[config.mk]
export PLATFORM = sky130hd
export DESIGN_NAME = skid_buffer
export DESIGN_NICKNAME = d
export VERILOG_FILES = /design/src/rtl/skid_buffer.sv
export SDC_FILE = /design/constraint.sdc
export NUM_CORES = 1
export LEC_CHECK = 0
export CAP_MARGIN = 40
export CORE_MARGIN = 3
export CORE_UTILIZATION = 25
export DETAILED_ROUTE_END_ITERATION = 10
export PLACE_DENSITY = 0.43
export SLEW_MARGIN = 20
export SYNTH_ARGS = -nofsm -noshare
export SYNTH_HDL_FRONTEND = slang
export SYNTH_SLANG_ARGS = --single-unit
[constraint.sdc]
create_clock -name clk -period 2.3 [get_ports clk]
set_clock_uncertainty 0.2 [all_clocks]
set_input_delay 0.23 -clock clk [delete_from_list [all_inputs] [get_ports clk]]
set_output_delay 0.23 -clock clk [all_outputs]
set_load 0.1 [all_outputs]
[src/rtl/skid_buffer.sv]
// Two-entry valid/ready register slice. in_rdy, out_vld and out_data are driven
// only from flops, so no combinational path runs from producer to consumer.
module skid_buffer #(
   parameter int unsigned  W    = 32,
   parameter logic [W-1:0] INIT = '0
) (
   input  logic         clk,
   input  logic         srst,
   input  logic         in_vld,
   input  logic [W-1:0] in_data,
   output logic         in_rdy,
   output logic         out_vld,
   output logic [W-1:0] out_data,
   input  logic         out_rdy
);

   typedef enum logic [1:0] {
      EMPTY = 2'd0,
      ONE   = 2'd1,
      FULL  = 2'd2
   } state_t;

   state_t       state_q, state_d;
   logic [W-1:0] main_q, main_d;
   logic [W-1:0] skid_q, skid_d;
   logic         push, pop;

   assign in_rdy   = (state_q != FULL);
   assign out_vld  = (state_q != EMPTY);
   assign out_data = main_q;

   assign push = in_vld & in_rdy;
   assign pop  = out_vld & out_rdy;

   always_comb begin
      state_d = state_q;
      main_d  = main_q;
      skid_d  = skid_q;
      unique case (state_q)
         EMPTY: begin
            if (push) begin
               state_d = ONE;
               main_d  = in_data;
            end
         end
         ONE: begin
            if (push && pop) begin
               main_d = in_data;
            end else if (push) begin
               // Consumer stalled: the in-flight beat lands in skid, main keeps the oldest
               state_d = FULL;
               skid_d  = in_data;
            end else if (pop) begin
               state_d = EMPTY;
            end
         end
         FULL: begin
            if (pop) begin
               state_d = ONE;
               main_d  = skid_q;
            end
         end
         default: state_d = EMPTY;
      endcase
   end

   always_ff @(posedge clk) begin
      if (srst) begin
         state_q <= EMPTY;
         main_q  <= INIT;
         skid_q  <= INIT;
      end else begin
         state_q <= state_d;
         main_q  <= main_d;
         skid_q  <= skid_d;
      end
   end

   a_no_push_full : assert property (@(posedge clk) disable iff (srst)
      (state_q == FULL) |-> !push);
   a_no_pop_empty : assert property (@(posedge clk) disable iff (srst)
      (state_q == EMPTY) |-> !pop);
   a_out_stable   : assert property (@(posedge clk) disable iff (srst)
      (out_vld && !out_rdy) |=> $stable(out_data));

endmodule
==> flow_metrics.py, run 1 <==
metrics = {
    "sta": {
        "rsz0062_at_grt": "false",
        "period_share_pct": 84.6,
        "setup_slack_ns": 0.355,
        "timing_hold_violations_final": 0,
        "setup_violations": 0,
        "timing.fmax_mhz": 514,
        "period_minus_slack_ns": 1.94,
        "fin_setup_tns_ns": 0,
        "worstMarginPinSlew_ns": 0.526,
        "final_max_slew_viol_count": 0,
        "slew_headroom_pct": 64.9,
    },
    "min_path": {
        "hp-class": "flop to flop",
    },
    "global_routing": {
        "grt_pass1_vias": 2539,
        "grt_antenna_before_repair": 0,
        "track_usage_pct": 13.1,
        "grt_max_degree": 34,
        "grt_pass1_wl_mm": 13.5,
        "overflow": 0,
    },
    "yosys": {
        "synth_area_leaders": "dfxtp_1 44%, a211oi_2 13%, mux2i_1 11%, a211oi_1 8.5%, nand2_1 8.1%",
        "syn_area_um2": 3000,
        "avgSynthCellArea_um2": 9.73,
        "yosys.area.top_type": "dfxtp_1",
        "yosysWarnings": 0,
        "yosys.area.top_type_share_pct": 44.1,
        "seq_area_frac_synth_pct": 44.1,
        "synthCells": 308,
        "synth-seq-cells": 66,
        "synth_fp_nets": 344,
        "ys_types": 24,
    },
    "power": {
        "p_clk_share_pct": 41.7,
        "pwr-share-comb_pct": 23.3,
        "switching_share_pct": 32.5,
        "switchingPower_mw": 1.17,
        "leakagePower_nw": 1.65,
        "power_density_nw_per_um2": 888,
        "seq_power_share_pct": 35.0,
        "irDropWorstVdd_v": 0.000344,
        "internal_power_mw": 2.44,
    },
    "clock_network": {
        "htreeDepth": 3,
        "numCtsBuffers": 9,
        "path_clk_slew_ns": 0.05,
        "insertion_delay_ns": 0.32,
        "cts_tree": "yes",
        "cts-root-buf": "clkbuf_16",
        "hold_buffers": 0,
        "clk_path_buf_depth": 2,
        "clkSinkCount": 66,
        "post_cts_buffers": 0,
        "cts.repair.resized": 0,
    },
    "setup_path": {
        "startpoint": "state_q[0]$_SDFFE_PP0P_",
        "crit_end": "in_rdy",
        "crit_chain": "nand2b_2 > buf_4 > buf_12",
        "cp.depth": 3,
        "crit_fanout": 16,
        "rr_startpoint": "state_q[1]$_SDFFE_PP0P_",
        "r2r-end": "out_data[16]$_SDFFE_PP0P_",
        "criticalPathCategory": "flop to primary output",
        "crit_slowest_cell": "dfxtp_1",
        "cp.required_ns": 1.87,
        "reg2reg_depth": 3,
        "cp_top_family": "buffers and inverters",
        "cp.arrival_ns": 1.51,
        "r2r_setup_slack_ns": 0.43,
        "cpPeakStageDelay_ns": 0.47,
        "crit_path_start_kind": "flop",
        "endpoint_kind": "primary output",
        "timing.critical_path.buf_inv": 2,
    },
    "floorplan": {
        "ios": 70,
        "die_x_um": 115,
        "die-area_um2": 13300,
        "fp.dieH_um": 115,
        "coreArea_um2": 11600,
        "initial_core_util_pct": 25.9,
        "rows": 39,
    },
    "status": {
        "run_status": "finished clean",
    },
    "placement": {
        "dp_cells": 500,
        "io_buffers": 69,
        "finalWeightedCongestion": 0.672,
        "dp.final_hpwl_mm": 5.25,
        "post-place-ws_ns": 0.257,
    },
    "final_layout": {
        "num_antenna_cells": 0,
        "fin_nets": 404,
        "drive_gt1_share_pct": 27.3,
        "syn_to_final_growth_pct": 35.6,
        "final_core_util_pct": 35.1,
        "fin_cells": 516,
        "final_common_cell": "dfxtp_1",
        "mostFrequentLayoutCells": "66 x dfxtp_1, 65 x nand2_1, 46 x buf_4, 34 x a211oi_1, 34 x clkdlybuf4s50_1",
    },
    "detailed_routing": {
        "drtIter0Drc": 79,
        "wl_per_cell_um": 16.2,
        "via_count": 2432,
        "wl_mm": 8.36,
        "dr.pass1.iters": 4,
        "drc": 0,
        "ant_nets": 0,
        "post_drt_via_cell_ratio": 4.71,
    },
    "job": {
        "max_cap_viol_count": 0,
    },
}
power by group through the flow:
stage               Sequential [mW]  Combinational (mW)  Clock, mW
global route                   1.27               0.884       1.60
finish                         1.26               0.841       1.51
detailed placement             1.29               0.848          0
global placement               1.29               0.844          0
floorplan                      1.65               0.266          0
CTS                            1.26               0.849       1.55
sequential cells by signal, indices dropped and copies added, names as in the netlist:
| signal | cells |
|---|---|
| skid_q | 32 |
| state_q | 2 |
| out_data | 32 |
stage by stage:
| step | hold WS [ns] | cell area, um2 | total power, mW |
|---|---|---|---|
| floorplan | 0.166 | 3000 | 1.91 |
| global placement | 0.240 | 3730 | 2.13 |
| detailed placement | 0.246 | 3730 | 2.13 |
| CTS | 0.245 | 4060 | 3.67 |
| global route | 0.267 | 4060 | 3.76 |
| finish | 0.251 | 4060 | 3.61 |
worst register-to-register path, delay by kind of cell, from the launching register on:
kind	cells	cell delay, ns
AND/OR/NAND/NOR	1	0.35
flip-flops	1	0.55
AO/OA/AOI/OAI	2	0.62
Yosys cell counts:
cell	instances
buf_4	1
o21bai_1	1
and3b_1	1
nand2b_1	2
clkbuf_1	9
mux2i_1	32
a211oi_2	30
and2_1	1
a21o_1	1
a21oi_1	33
nand4bb_1	1
buf_6	7
a21o_4	1
nand2_1	65
o21a_1	1
nor4bb_1	1
nor2b_1	1
buf_1	1
buf_2	16
or3b_1	1
nor2_1	1
a211oi_1	34
or2_2	1
dfxtp_1	66
kinds of logic (layout without fill, tap and decap cells):
family                 after synthesis  in the layout  share of synthesized area, %
AO/OA/AOI/OAI                      101            101                          27.8
AND/OR/NAND/NOR                     75             75                          10.6
flip-flops                          66             66                          44.1
buffers and inverters               34             99                          6.81
multiplexers                        32             32                          10.7
how the worst min path moves through the flow:
stage / from / end / slack, ns / depth (start not counted)
2_1_floorplan: in_data[0] / skid_q[0]$_SDFFE_PP0P_ / 0.17 / 2
3_3_place_gp: skid_q[20]$_SDFFE_PP0P_ / skid_q[20]$_SDFFE_PP0P_ / 0.24 / 2
3_5_place_dp: skid_q[28]$_SDFFE_PP0P_ / skid_q[28]$_SDFFE_PP0P_ / 0.25 / 2
4_1_cts: srst / state_q[1]$_SDFFE_PP0P_ / 0.25 / 3
5_1_grt: skid_q[21]$_SDFFE_PP0P_ / skid_q[21]$_SDFFE_PP0P_ / 0.27 / 2
6_report: skid_q[16]$_SDFFE_PP0P_ / skid_q[16]$_SDFFE_PP0P_ / 0.25 / 2
area by class of cell:
class / instances / area, um2
Fill cell: 1185 / 7500
Multi-Input combinational cell: 208 / 1500
Sequential cell: 66 / 1320
Timing Repair Buffer: 83 / 731
Clock buffer: 10 / 239
Tap cell: 143 / 179
Clock inverter: 6 / 90.1
per-layer routing:
| metal | share of wire, % | vias to the layer above | GRT usage (%) |
|---|---|---|---|
| li1 | - | 1227 | - |
| met1 | 48 | 1148 | 16.9 |
| met2 | 47 | 53 | 21.4 |
| met3 | 4.9 | 4 | 4.28 |
| met4 | 0.48 | 0 | 2.97 |
| met5 | 0 | - | 0 |
Note: power is estimated with default switching activity, not from simulation.
==> run 2: changes to the inputs <==
- clock period: 2.3 -> 2 ns (I/O delays scaled with it)
==> flow_metrics.py, run 2 (same netlist as run 1, synthesis figures left out) <==
metrics = {
    "placement": {
        "io_buffers": 69,
        "dp.final_hpwl_mm": 5.20,
        "place_area_um2": 3830,
        "finalWeightedCongestion": 0.658,
        "dp_cells": 501,
        "post-place-ws_ns": 0.0948,
    },
    "setup_path": {
        "cp_top_family": "flip-flops",
        "cp.required_ns": 1.60,
        "timing.critical_path.buf_inv": 2,
        "rr_startpoint": "state_q[1]$_SDFFE_PP0P_",
        "crit_chain": "nand2b_2 > buf_12 > buf_12",
        "endpoint_kind": "primary output",
        "criticalPathCategory": "flop to primary output",
        "startpoint": "state_q[0]$_SDFFE_PP0P_",
        "crit_path_start_kind": "flop",
        "crit_slowest_cell": "dfxtp_1",
        "path_common_cell": "buf_12",
        "crit_fanout": 17,
        "cpPeakStageDelay_ns": 0.48,
        "cp.arrival_ns": 1.44,
    },
    "sta": {
        "timing.fmax_mhz": 544,
        "timing_hold_violations_final": 0,
        "final_max_slew_viol_count": 0,
        "rsz0062_at_grt": "false",
        "period_share_pct": 92.0,
        "setup_slack_ns": 0.161,
        "setup_violations": 0,
        "fin_setup_tns_ns": 0,
        "slew_headroom_pct": 73.9,
        "worstMarginPinSlew_ns": 0.392,
        "period_minus_slack_ns": 1.84,
    },
    "clock_network": {
        "numCtsBuffers": 9,
        "clkSinkCount": 66,
        "post_cts_buffers": 0,
        "hold_buffers": 0,
        "clk_path_buf_depth": 2,
        "htreeDepth": 3,
        "cts-root-buf": "clkbuf_16",
        "insertion_delay_ns": 0.33,
        "path_clk_slew_ns": 0.06,
        "cts.repair.resized": 0,
        "cts_tree": "yes",
    },
    "global_routing": {
        "track_usage_pct": 13.1,
        "overflow": 0,
        "grt_max_degree": 67,
        "grt_pass1_vias": 2512,
        "grt_antenna_before_repair": 0,
        "grt_pass1_wl_mm": 13.6,
    },
    "status": {
        "run_status": "finished clean",
    },
    "power": {
        "pwr-share-comb_pct": 24.2,
        "internal_power_mw": 2.79,
        "switching_share_pct": 32.6,
        "irDropWorstVdd_v": 0.000350,
        "p_clk_share_pct": 40.9,
        "seq_power_share_pct": 34.9,
        "switchingPower_mw": 1.35,
        "leakagePower_nw": 1.68,
        "power_density_nw_per_um2": 1000,
    },
    "detailed_routing": {
        "post_drt_via_cell_ratio": 4.72,
        "drtIter0Drc": 74,
        "wl_mm": 8.45,
        "drc": 0,
        "wl_per_cell_um": 16.4,
        "dr.pass1.iters": 4,
        "ant_nets": 0,
        "via_count": 2440,
    },
    "floorplan": {
        "ios": 70,
        "initial_core_util_pct": 25.9,
        "die_x_um": 115,
        "rows": 39,
        "die-area_um2": 13300,
        "coreArea_um2": 11600,
        "fp.dieH_um": 115,
    },
    "final_layout": {
        "stdcell_area_um2": 4150,
        "syn_to_final_growth_pct": 38.5,
        "num-fill-cells": 1158,
        "final_core_util_pct": 35.9,
        "final_common_cell": "dfxtp_1",
        "mostFrequentLayoutCells": "66 x dfxtp_1, 65 x nand2_1, 40 x buf_4, 34 x a211oi_1, 34 x clkdlybuf4s50_1",
        "num_antenna_cells": 0,
        "fin_cells": 517,
        "fin_nets": 405,
        "drive_gt1_share_pct": 27.3,
    },
    "job": {
        "max_cap_viol_count": 0,
    },
    "min_path": {
        "hold_start": "srst",
        "hp-class": "primary input to flop",
    },
}
## run 2: power by group through the flow
| stage | registers, mW | logic [mW] | clock network, mW |
|---|---|---|---|
| floorplan | 1.89 | 0.306 | 0 |
| detailed placement | 1.48 | 1.01 | 0 |
| global route | 1.46 | 1.05 | 1.80 |
| global placement | 1.48 | 1.01 | 0 |
| finish | 1.45 | 1.00 | 1.70 |
| CTS | 1.45 | 1.01 | 1.74 |
## run 2: through the flow
step / hold slack, ns / total power, mW
final: 0.189 / 4.15
after global routing: 0.204 / 4.31
after CTS: 0.192 / 4.20
after detailed placement: 0.247 / 2.49
after global placement: 0.241 / 2.48
after floorplan: 0.136 / 2.20
## run 2: worst min-delay path, stage by stage
cell and delay [ns]:
buf_2 0.11, buf_12 0.20, a21oi_1 0.14
## run 2: area by class of cell
cell class / count / area, um2 / area share (%)
Timing Repair Buffer: 84 / 826 / 19.9
Clock buffer: 10 / 229 / 5.52
Multi-Input combinational cell: 208 / 1500 / 36.2
Sequential cell: 66 / 1320 / 31.8
Tap cell: 143 / 179 / 4.31
Clock inverter: 6 / 91.3 / 2.20
## run 2: worst paths after layout
kind / endpoint / slack (ns) / cells past startpoint
worst min register to register: skid_q[20]$_SDFFE_PP0P_ / 0.25 / 2
worst max-delay path: in_rdy / 0.16 / 3
worst max register to register: out_data[7]$_SDFFE_PP0P_ / 0.32 / 4
worst min-delay path: skid_q[14]$_SDFFE_PP0P_ / 0.19 / 3
## run 2: metal layers
layer,track usage (%),part of all wire [%],vias to the layer above
li1,-,-,1234
met1,17.8,49,1142
met2,20.7,45,57
met3,3.60,4.5,7
met4,3.52,0.98,0
met5,0,0,-
